==> src/rtl/lcd_pkg.sv <==
// rtl/lcd_pkg.sv - shared constants, instruction decode and address-counter helpers
// Contents:
//   LCD_SPACE, LINE0_BASE, LINE1_BASE, LINE_LAST_OFS  DDRAM layout constants
//   MASK_*                                            instruction opcode masks
//   lcd_op_e                                          decoded instruction class
//   decode_op(data)                                   class chosen by the highest set bit
//   ac_valid(ac), ac_on_screen(ac), ac_step(ac, inc)  address-counter helpers
package lcd_pkg;

  localparam logic [7:0] LCD_SPACE     = 8'h20;
  localparam logic [6:0] LINE0_BASE    = 7'h00;
  localparam logic [6:0] LINE1_BASE    = 7'h40;
  localparam logic [6:0] LINE_LAST_OFS = 7'h27;

  localparam logic [7:0] MASK_CLR   = 8'h01;
  localparam logic [7:0] MASK_HOME  = 8'h02;
  localparam logic [7:0] MASK_ENTRY = 8'h04;
  localparam logic [7:0] MASK_DISP  = 8'h08;
  localparam logic [7:0] MASK_SHIFT = 8'h10;
  localparam logic [7:0] MASK_FUNC  = 8'h20;
  localparam logic [7:0] MASK_CGRAM = 8'h40;
  localparam logic [7:0] MASK_DDRAM = 8'h80;

  // NOP covers 8'h00, which has no set bit and changes nothing.
  typedef enum logic [3:0] {
    NOP, CLR, HOME, ENTRY, DISP, SHIFT, FUNC, CGRAM, DDRAM
  } lcd_op_e;

  function automatic lcd_op_e decode_op(input logic [7:0] d);
    if ((d & MASK_DDRAM) != 8'h00) return DDRAM;
    if ((d & MASK_CGRAM) != 8'h00) return CGRAM;
    if ((d & MASK_FUNC)  != 8'h00) return FUNC;
    if ((d & MASK_SHIFT) != 8'h00) return SHIFT;
    if ((d & MASK_DISP)  != 8'h00) return DISP;
    if ((d & MASK_ENTRY) != 8'h00) return ENTRY;
    if ((d & MASK_HOME)  != 8'h00) return HOME;
    if ((d & MASK_CLR)   != 8'h00) return CLR;
    return NOP;
  endfunction

  function automatic logic ac_valid(input logic [6:0] a);
    return (a <= LINE0_BASE + LINE_LAST_OFS) ||
           ((a >= LINE1_BASE) && (a <= LINE1_BASE + LINE_LAST_OFS));
  endfunction

  // Only the first 16 addresses of each line are backed by the buffer.
  function automatic logic ac_on_screen(input logic [6:0] a);
    return (a[6:4] == 3'b000) || (a[6:4] == 3'b100);
  endfunction

  // The two 40-byte lines form one ring: 27 <-> 40 and 67 <-> 00.
  function automatic logic [6:0] ac_step(input logic [6:0] a, input logic inc);
    if (inc) begin
      if (a == LINE0_BASE + LINE_LAST_OFS) return LINE1_BASE;
      if (a == LINE1_BASE + LINE_LAST_OFS) return LINE0_BASE;
      return a + 7'd1;
    end
    if (a == LINE1_BASE) return LINE0_BASE + LINE_LAST_OFS;
    if (a == LINE0_BASE) return LINE1_BASE + LINE_LAST_OFS;
    return a - 7'd1;
  endfunction

endpackage

==> src/rtl/lcd_bus_if.sv <==
// rtl/lcd_bus_if.sv - HD44780-style LCD write bus
// Signals:
//   LCD_E     enable strobe, transfer completes on its falling edge
//   LCD_RS    0 = instruction, 1 = data
//   LCD_RW    0 = write, 1 = read
//   LCD_DATA  instruction/character byte
// Modports: master drives the bus, slave receives it.
interface lcd_bus_if;
  logic       LCD_E;
  logic       LCD_RS;
  logic       LCD_RW;
  logic [7:0] LCD_DATA;

  modport master (output LCD_E, LCD_RS, LCD_RW, LCD_DATA);
  modport slave  (input  LCD_E, LCD_RS, LCD_RW, LCD_DATA);
endinterface

==> src/rtl/lcd_strobe_capture.sv <==
// rtl/lcd_strobe_capture.sv - E falling-edge detect with RS/RW/DATA capture
// Ports:
//   clk, resetn                  clock, asynchronous active-low reset
//   lcd_e, lcd_rs, lcd_rw        raw bus control inputs
//   lcd_data                     raw bus byte
//   strobe                       high for the cycle in which E has just fallen
//   rs, rw, data                 bus values captured while E was high
module lcd_strobe_capture (
  input  logic       clk,
  input  logic       resetn,
  input  logic       lcd_e,
  input  logic       lcd_rs,
  input  logic       lcd_rw,
  input  logic [7:0] lcd_data,
  output logic       strobe,
  output logic       rs,
  output logic       rw,
  output logic [7:0] data
);

  logic e_q;

  // The captured copy is frozen once E drops, so the bus may change
  // on the falling edge itself without corrupting the transfer.
  always_ff @(posedge clk or negedge resetn) begin
    if (!resetn) begin
      e_q  <= 1'b0;
      rs   <= 1'b0;
      rw   <= 1'b0;
      data <= 8'h00;
    end else begin
      e_q <= lcd_e;
      if (lcd_e) begin
        rs   <= lcd_rs;
        rw   <= lcd_rw;
        data <= lcd_data;
      end
    end
  end

  assign strobe = e_q & ~lcd_e;

endmodule

==> src/rtl/lcd_bus_receiver.sv <==
// rtl/lcd_bus_receiver.sv - LCD write-bus receiver with 2x16 shadow buffer
// Ports:
//   clk, resetn      clock, asynchronous active-low reset
//   bus              LCD write bus (slave side)
//   rd_addr          buffer read index, [4] = line, [3:0] = column
//   rd_char          registered buffer byte at rd_addr, 1-cycle latency
//   cursor_addr      DDRAM address counter
//   display_on       D bit of the last display-control instruction
//   two_line         N bit of the last function-set instruction
//   busy             high while an instruction is executing
//   write_pulse      one cycle per data byte landing in the buffer
//   protocol_err     sticky error flag, cleared only by reset
module lcd_bus_receiver
  import lcd_pkg::*;
#(
  parameter int CLEAR_CYCLES = 100,
  parameter int CMD_CYCLES   = 4
) (
  input  logic       clk,
  input  logic       resetn,
  lcd_bus_if.slave   bus,
  input  logic [4:0] rd_addr,
  output logic [7:0] rd_char,
  output logic [6:0] cursor_addr,
  output logic       display_on,
  output logic       two_line,
  output logic       busy,
  output logic       write_pulse,
  output logic       protocol_err
);

  localparam int MAX_CYCLES = (CLEAR_CYCLES > CMD_CYCLES) ? CLEAR_CYCLES : CMD_CYCLES;
  localparam int CNT_W      = $clog2(MAX_CYCLES + 1);

  logic             strobe;
  logic             cap_rs;
  logic             cap_rw;
  logic [7:0]       cap_data;
  logic [CNT_W-1:0] busy_cnt;
  logic             inc_mode;
  logic [7:0]       mem [32];
  lcd_op_e          op;

  lcd_strobe_capture u_capture (
    .clk      (clk),
    .resetn   (resetn),
    .lcd_e    (bus.LCD_E),
    .lcd_rs   (bus.LCD_RS),
    .lcd_rw   (bus.LCD_RW),
    .lcd_data (bus.LCD_DATA),
    .strobe   (strobe),
    .rs       (cap_rs),
    .rw       (cap_rw),
    .data     (cap_data)
  );

  assign op   = decode_op(cap_data);
  assign busy = (busy_cnt != '0);

  always_ff @(posedge clk or negedge resetn) begin
    if (!resetn) begin
      for (int i = 0; i < 32; i++) mem[i] <= LCD_SPACE;
      rd_char      <= LCD_SPACE;
      cursor_addr  <= LINE0_BASE;
      inc_mode     <= 1'b1;
      display_on   <= 1'b0;
      two_line     <= 1'b0;
      protocol_err <= 1'b0;
      write_pulse  <= 1'b0;
      busy_cnt     <= '0;
    end else begin
      write_pulse <= 1'b0;
      rd_char     <= mem[rd_addr];
      if (busy) busy_cnt <= busy_cnt - CNT_W'(1);

      // Reads are ignored outright; a write while busy (including the
      // cycle the counter is about to reach zero) is dropped and flagged.
      if (strobe && !cap_rw) begin
        if (busy) begin
          protocol_err <= 1'b1;
        end else begin
          busy_cnt <= (!cap_rs && (op == CLR || op == HOME)) ?
                      CNT_W'(CLEAR_CYCLES) : CNT_W'(CMD_CYCLES);
          if (cap_rs) begin
            // Off-screen addresses still advance the counter.
            if (ac_on_screen(cursor_addr)) begin
              mem[{cursor_addr[6], cursor_addr[3:0]}] <= cap_data;
              write_pulse <= 1'b1;
            end
            cursor_addr <= ac_step(cursor_addr, inc_mode);
          end else begin
            case (op)
              CLR: begin
                for (int i = 0; i < 32; i++) mem[i] <= LCD_SPACE;
                cursor_addr <= LINE0_BASE;
                inc_mode    <= 1'b1;
              end
              HOME:  cursor_addr <= LINE0_BASE;
              ENTRY: inc_mode    <= cap_data[1];
              DISP:  display_on  <= cap_data[2];
              SHIFT: if (!cap_data[3]) cursor_addr <= ac_step(cursor_addr, cap_data[2]);
              FUNC:  two_line    <= cap_data[3];
              CGRAM: protocol_err <= 1'b1;
              DDRAM: begin
                if (ac_valid(cap_data[6:0])) cursor_addr  <= cap_data[6:0];
                else                         protocol_err <= 1'b1;
              end
              default: ;
            endcase
          end
        end
      end
    end
  end

endmodule

==> src/flat_wrapper.sv <==
// flat-port wrapper written by rule: the top's interface ports become plain ports
module lcd_bus_receiver_flat import lcd_pkg::*;
#(
  parameter int CLEAR_CYCLES = 100,
  parameter int CMD_CYCLES   = 4
)
  (clk, resetn, rd_addr, rd_char, cursor_addr, display_on, two_line, busy, write_pulse, protocol_err, bus_LCD_E, bus_LCD_RS, bus_LCD_RW, bus_LCD_DATA);
  lcd_bus_if bus_i ();
  input  logic clk;
  input  logic resetn;
  input  logic [4:0] rd_addr;
  output logic [7:0] rd_char;
  output logic [6:0] cursor_addr;
  output logic display_on;
  output logic two_line;
  output logic busy;
  output logic write_pulse;
  output logic protocol_err;
  input wire logic [$bits(bus_i.LCD_E)-1:0] bus_LCD_E;
  input wire logic [$bits(bus_i.LCD_RS)-1:0] bus_LCD_RS;
  input wire logic [$bits(bus_i.LCD_RW)-1:0] bus_LCD_RW;
  input wire logic [$bits(bus_i.LCD_DATA)-1:0] bus_LCD_DATA;
  assign bus_i.LCD_E = bus_LCD_E;
  assign bus_i.LCD_RS = bus_LCD_RS;
  assign bus_i.LCD_RW = bus_LCD_RW;
  assign bus_i.LCD_DATA = bus_LCD_DATA;
  lcd_bus_receiver #(.CLEAR_CYCLES(CLEAR_CYCLES), .CMD_CYCLES(CMD_CYCLES)) u_core (.clk(clk), .resetn(resetn), .bus(bus_i), .rd_addr(rd_addr), .rd_char(rd_char), .cursor_addr(cursor_addr), .display_on(display_on), .two_line(two_line), .busy(busy), .write_pulse(write_pulse), .protocol_err(protocol_err));
endmodule
==> config.mk <==
export PLATFORM = sky130hd
export DESIGN_NAME = lcd_bus_receiver_flat
export DESIGN_NICKNAME = d
export VERILOG_FILES = /design/src/rtl/lcd_pkg.sv /design/src/rtl/lcd_bus_if.sv /design/src/rtl/lcd_strobe_capture.sv /design/src/rtl/lcd_bus_receiver.sv /design/src/flat_wrapper.sv
export SDC_FILE = /design/constraint.sdc
export NUM_CORES = 1
export LEC_CHECK = 0
export ABC_AREA = 1
export BUFFER_PORTS_ARGS = -buffer_cell sky130_fd_sc_hd__buf_2
export CAP_MARGIN = 0
export CORE_ASPECT_RATIO = 0.5
export CORE_MARGIN = 5
export CORE_UTILIZATION = 62
export CTS_CLUSTER_SIZE = 10
export DETAILED_ROUTE_END_ITERATION = 8
export GPL_TIMING_DRIVEN = 0
export PLACE_DENSITY = 0.76
export SYNTH_ARGS = -nofsm -noshare
export SYNTH_HDL_FRONTEND = slang
export SYNTH_HIERARCHICAL = 1
export SYNTH_SLANG_ARGS = --single-unit
==> constraint.sdc <==
create_clock -name clk -period 5.1 [get_ports clk]
set_input_delay 0 -clock clk [delete_from_list [all_inputs] [get_ports clk]]
set_output_delay 0 -clock clk [all_outputs]
set_load 0.02 [all_outputs]
* Yosys cells after proc, flatten, opt, wreduce, memory -nomap -nowiden
Index checks and enable logic that the tools add are counted.
W data, S select, Z words.
** Storage, ports and cells
- Memory bits (read-only) :: 0
- Bits in registers :: 294
- Memory bits (writable) :: 0
- Bits of input ports :: 18
- Bits in latches :: 0
- Memories kept :: 0
- Logic and storage cells :: 258
- Output and inout bits :: 20
** Operators by class
- $add $sub $neg :: 3
- Shift-type cells :: 0
- Equality and inequality tests :: 17
- Divide/modulo/power cells :: 0
- $lt $le $gt $ge :: 6
- Bitwise logic cells :: 6
- Mux-type cells :: 159
- Reductions and logical operators :: 23
- Multipliers :: 0
** Operators with widths (count)
- $mux W256 :: 3
- $bwmux W256 :: 1
- $mux W7 :: 25
- $mux W1 :: 100
- $mux W4 :: 22
- $bmux W8 S5 :: 1
- $demux W8 S5 :: 1
- $mux W8 :: 3
- $pmux W7 S3 :: 1
- $reduce_and A4 Y1 :: 5
- $eq A4 B3 Y1 const B :: 4
- $eq A7 B7 Y1 const B :: 2
- $sub A7 B1 Y7 const B :: 2
- $ge A6 B6 Y1 const B :: 2
- $not A5 Y6 :: 2
- $eq A4 B2 Y1 const B :: 2
- $add A7 B1 Y7 const B :: 1
- $eq A7 B6 Y1 const B :: 1
- $ge A7 B7 Y1 const B :: 1
- $le A7 B6 Y1 const B :: 1
- $le A7 B7 Y1 const B :: 1
- $logic_not A7 Y1 :: 1
- $reduce_bool A7 Y1 :: 1
- $lt A6 B1 Y1 const B :: 1
- other kinds (19) :: 30

* Longest topological paths before layout
- Depth after elaboration :: 61
- Depth in mapped cells :: 14
- Gate-level depth less buffers :: 14

* Hierarchy
The synthesis kept the hierarchy.
** Modules (own cells, without submodules)
- lcd_bus_receiver :: area an instance 14360.0 sq um, times used 1, sequential area each 7124.3 sq um, cells each 1917
- lcd_strobe_capture :: area an instance 410.4 sq um, times used 1, sequential area each 275.3 sq um, cells each 45

* Least setup slack after synthesis
Ideal clock, no wire load.
- Kind :: register to register
- Start :: register u_core.busy_cnt[0]
- End :: register u_core/mem[100] (netlist name)
- Data required time :: 4983 ps
- Cell stages (with the launch flop) :: 13
- Library setup time :: 117 ps
- Buffers on the path :: 1
- Setup slack :: 3152 ps
- Arrival :: 1831 ps
- Cells stage by stage :: dfrtp_1 > inv_1 > ha_1 > nand3_1 > nor2_4 > nand2_2 > nor3_2 > nand4_1 > nand2_4 > buf_8 > nand2_4 > nand2_1 > nand2_1
** Between the ends
- Longest elaborated chain between the ends :: 3
** Ends and longest elaborated chain
- start: declaration :: line lcd_bus_receiver.sv:39 : logic [CNT_W-1:0] busy_cnt;
- start signal: assignment :: line lcd_bus_receiver.sv:74 : if (busy) busy_cnt <= busy_cnt - CNT_W'(1);
- start signal: assignment :: line lcd_bus_receiver.sv:82 : busy_cnt <= (!cap_rs && (op == CLR || op == HOME)) ?
- $reduce_bool A7 Y1 :: line lcd_bus_receiver.sv:58 : assign busy = (busy_cnt != '0);
- $not A1 Y1 (no source line)
- $reduce_and A4 Y1 (no source line)
- end signal: indexed assignment :: line lcd_bus_receiver.sv:87 : mem[{cursor_addr[6], cursor_addr[3:0]}] <= cap_data;
- end: declaration :: line lcd_bus_receiver.sv:41 : logic [7:0] mem [32];
No other way between the ends.
A chain may end at the register's enable or synchronous reset.

* Final worst setup path
- Start :: register u_core.busy_cnt[0]
- End :: register u_core/mem[24] (netlist name)
The elaborated chain is that of the path after synthesis.

==> summary.log <==
INFO  floorplanning  coreArea=0.0231sqmm
INFO  placed_design  dpl.hpwl=33.5mm
INFO  detailed_routing avgViaCountPerCell=6.00
INFO  yosys          share_of_the_yosys_chip_area_belonging_to_registers=0.501
INFO  clocking       clock_insertion_delay_worst_skew=0.52ns
INFO  clocking       post-cts-setup-buffers=0
INFO  timing         max-slew-margin-rel=0.318
INFO  floorplanning  die_w=228microns
INFO  critical_path  cp-end-kind=flip-flop
INFO  critical_path  number_of_buffers_and_inverters_on_the_critical_path=3
INFO  timing         timing.final.setup_violations=0
INFO  yosys          postSynthRegisterBits=294
INFO  timing         grt_setup_unrepaired=no
INFO  detailed_routing drt_first_iter_violations=2182
INFO  final_layout   layout-area-overhead-vs-synth=12.1%
INFO  global_routing grt_use_total=0.364
INFO  critical_path  reg2reg_setup_slack=2.21ns
INFO  yosys          async_set_or_reset_register_ratio_after_synthesis=1.00
INFO  final_layout   postLayoutCoreUtil=0.716
INFO  timing         timing.final.crit_share=0.566
INFO  power          vdd.ir_drop.worst=0.000284V
INFO  detailed_routing detailedRoute.firstPassIterationCount=8
INFO  final_layout   number_of_nets_in_the_layout=2074
INFO  critical_path  critical_path.slowest_cell=sky130_fd_sc_hd__nor2_1
INFO  detailed_routing remaining_drc_errors=0
INFO  floorplanning  pin_count=38
INFO  critical_path  timing.critical_path.max_delay_family=simple AND/OR/NAND/NOR gates
INFO  critical_path  worstSetupPathType=reg2reg
INFO  floorplanning  die_height=119microns
INFO  timing         report.final.slew_viol_count=0
INFO  power          power.static_leakage=0.00868uW
INFO  yosys          yosysUniqueCellTypes=35
INFO  critical_path  rr_startpoint=u_core/busy_cnt[0]
INFO  clocking       cts_inserted_buffers=35
INFO  critical_path  cell_breakdown_of_the_critical_path=inv_1, ha_1, nand3_1, nor2_4, nand2_2, inv_2, nand3_2, nor2_1, buf_2, nand2_1, nand2_1
INFO  placed_design  port_buf_inserts=35
INFO  global_routing first_pass_grt_wire_length=76.8mm
INFO  run_status     run_status=completed
INFO  power          power.total=5360uW
INFO  yosys          mappedNetlistArea=0.0148sqmm
INFO  critical_path  critPathLaunchType=flip-flop
INFO  critical_path  cp_max_fo=10
INFO  power          pwr-share-clk=0.431
INFO  power          combinationalPowerShare=0.117
INFO  timing         worst-slew-pin-transition=1.02ns
INFO  clocking       cts_tree=yes
INFO  clocking       cts_htree_levels=2
INFO  final_layout   layout-drive-gt1-share=0.0858
INFO  timing         period_minus_slack=2.89ns
INFO  floorplanning  starting_density=0.639
INFO  yosys          post_synth_edffs=0
INFO  final_layout   final_cell_area=0.0166sqmm
INFO  global_routing pin_count_of_the_biggest_net_entering_global_routing=118
INFO  critical_path  worst-endpoint-required=5.55ns
INFO  detailed_routing postRouteWirelength=49.8mm
INFO  critical_path  critPathMostFrequentCell=sky130_fd_sc_hd__nand2_1
INFO  power          cell_internal_pwr=3900uW
INFO  placed_design  routabilityCongestion=1.00
INFO  clocking       clock_sinks=294
INFO  clocking       path_clk_slew=0.06ns
INFO  placed_design  dpl-instance-area=0.0154sqmm
INFO  power          switching_share=0.273
INFO  global_routing grt_overflow=0
INFO  power          switching_power=1470uW
INFO  floorplanning  die_area=0.0272sqmm
INFO  yosys          synth_cells=1962
INFO  yosys          ys.warnings.count=6
INFO  clocking       clk_path_buf_depth=3
INFO  clocking       cts-root-buf=sky130_fd_sc_hd__clkbuf_16
INFO  timing         worst_case_hold_slack=0.0252ns
INFO  yosys          synth_flop_cell=sky130_fd_sc_hd__dfrtp_1
INFO  timing         finalClockSkew=0.0166ns
INFO  timing         tns=0ns
INFO  yosys          synth_area_per_cell=7.53squm
INFO  global_routing grt_antenna_before_repair=1
INFO  detailed_routing wire_per_inst=20.9microns
INFO  yosys          nets_in_the_synthesized_netlist=1987
INFO  global_routing vias_in_the_first_global_route=13400
INFO  critical_path  reg2reg_to=u_core/mem[24]
INFO  power          power.share.sequential=0.452
INFO  hold_path      holdCritPathClass=in2async
INFO  detailed_routing via_count=14300
INFO  power          power_per_cell_area=324mW/mm^2
INFO  timing         upper_clock_frequency_limit=0.347GHz
INFO  timing         hold_viol=0
INFO  critical_path  critical_path_arrival=3.34ns
INFO  critical_path  cpPeakStageDelay=0.75ns
INFO  flow_run       timing.max_cap.violations=0
INFO  detailed_routing antenna_violating_nets_post_route=0
INFO  floorplanning  rows=39
INFO  critical_path  reg2reg_depth=11
layer usage:
metal / vias up / GRT usage / routed length [microns]
li1: 6489 / - / -
met1: 6688 / 0.516 / 20000
met2: 939 / 0.510 / 20100
met3: 186 / 0.135 / 7550
met4: 0 / 0.151 / 2210
met5: - / 0 / 0
sequential cells by signal, indices dropped and copies added (netlist names):
register and cells:
u_core/protocol_err 1, u_core/mem 256, u_core/u_capture/rw 1, u_core/u_capture/rs 1, u_core/u_capture/e_q 1, u_core/inc_mode 1
u_core/busy_cnt 7, u_core/u_capture/data 8, u_core/cursor_addr 7, u_core/write_pulse 1, u_core/two_line 1, u_core/rd_char 8
u_core/display_on 1
layout make-up:
class,instances,area (sq um)
diodes,1,2.50
plain buffers,95,442
clock buffers,61,1020
clock inverters,1,8.76
fillers,1972,6580
inverters,59,221
multi-input cells,1514,6710
flip-flops and latches,294,7400
well taps,307,384
repair buffers,50,370
logic make-up after synthesis:
group	count (synthesis)	synth area share
AOI/OAI and AO/OA	282	0.109
xor gates and xnor gates	7	0.00415
and+or+nand+nor	1218	0.335
buffers and inverters	154	0.0449
DFF	294	0.501
adders and majority gates	7	0.00593
metrics by stage:
| stage | std cells | setup WS [ns] |
|---|---|---|
| after global placement | 2304 | -1.47 |
| after floorplan | 1962 | 3.15 |
| after detailed placement | 2306 | 2.36 |
| after CTS | 2381 | 2.35 |
| after global routing | 2381 | 2.08 |
| final | 2382 | 2.21 |
power by group through the flow:
stage / clock network, uW / registers, uW / logic, uW
2_1_floorplan: 0 / 2470 / 347
3_3_place_gp: 0 / 2460 / 579
3_5_place_dp: 0 / 2460 / 593
4_1_cts: 2320 / 2420 / 605
5_1_grt: 2440 / 2430 / 682
6_report: 2310 / 2430 / 626
cell usage after synthesis, types with 27 or more instances:
master	count	area share
sky130_fd_sc_hd__nand2_4	29	0.022
sky130_fd_sc_hd__a21oi_1	28	0.0095
sky130_fd_sc_hd__dfrtp_1	260	0.44
sky130_fd_sc_hd__buf_2	27	0.0091
sky130_fd_sc_hd__nand2_1	855	0.22
sky130_fd_sc_hd__nand3_1	84	0.028
sky130_fd_sc_hd__o221ai_1	42	0.025
sky130_fd_sc_hd__nor2_1	232	0.059
sky130_fd_sc_hd__o21ai_0	184	0.062
sky130_fd_sc_hd__dfstp_2	34	0.060
sky130_fd_sc_hd__clkbuf_1	64	0.016
sky130_fd_sc_hd__inv_1	53	0.013
worst max path at each step:
stage / cells past startpoint / from / endpoint / slack [ns]
3_5_place_dp: 11 / u_core/busy_cnt[0] / u_core/mem[128] / 2.36
2_1_floorplan: 12 / u_core/busy_cnt[0] / u_core/mem[100] / 3.15
4_1_cts: 11 / u_core/busy_cnt[0] / u_core/mem[24] / 2.35
3_3_place_gp: 1 / resetn / u_core/mem[230] / -1.47
5_1_grt: 11 / u_core/busy_cnt[0] / u_core/mem[24] / 2.08
6_report: 11 / u_core/busy_cnt[0] / u_core/mem[24] / 2.21
repair_timing:
item	in CTS	in global routing
endpoints found under the hold margin	84	0
hold buffers	13	0
resized for setup	0	0
setup endpoints to repair	0	0
cell usage in the layout (no fill, tap or decap):
cell type,Yosys,final
sky130_fd_sc_hd__nand3_2,1,1
sky130_fd_sc_hd__nand3b_1,2,2
sky130_fd_sc_hd__dfstp_2,34,34
sky130_fd_sc_hd__buf_16,0,2
sky130_fd_sc_hd__nand4_1,4,4
sky130_fd_sc_hd__buf_6,1,1
sky130_fd_sc_hd__nand2_1,855,855
sky130_fd_sc_hd__clkbuf_16,0,37
sky130_fd_sc_hd__xor2_1,4,4
sky130_fd_sc_hd__nand3_1,84,84
sky130_fd_sc_hd__xnor2_1,3,3
sky130_fd_sc_hd__buf_12,2,2
sky130_fd_sc_hd__inv_1,53,53
sky130_fd_sc_hd__nor2_4,1,1
sky130_fd_sc_hd__inv_2,3,3
sky130_fd_sc_hd__a31oi_1,7,7
sky130_fd_sc_hd__o31ai_1,1,1
sky130_fd_sc_hd__o21a_1,2,2
sky130_fd_sc_hd__nor3b_1,1,1
sky130_fd_sc_hd__clkinv_1,3,3
sky130_fd_sc_hd__dfrtp_1,260,260
sky130_fd_sc_hd__o22ai_1,17,17
sky130_fd_sc_hd__nor3_2,1,1
sky130_fd_sc_hd__a21boi_0,1,1
sky130_fd_sc_hd__or2_2,1,1
sky130_fd_sc_hd__nand2_4,29,29
sky130_fd_sc_hd__o21ai_0,184,184
sky130_fd_sc_hd__buf_2,27,61
sky130_fd_sc_hd__nor2_2,1,1
sky130_fd_sc_hd__a21oi_1,28,28
sky130_fd_sc_hd__ha_1,7,7
sky130_fd_sc_hd__clkbuf_1,64,88
sky130_fd_sc_hd__dlygate4sd3_1,0,13
sky130_fd_sc_hd__o221ai_1,42,42
sky130_fd_sc_hd__nand2_2,1,1
sky130_fd_sc_hd__nor3_1,5,5
sky130_fd_sc_hd__clkinv_4,0,1
sky130_fd_sc_hd__buf_8,1,2
sky130_fd_sc_hd__nor2_1,232,232
sky130_fd_sc_hd__diode_2,0,1
No activity file was read; power rests on OpenSTA's default activity.
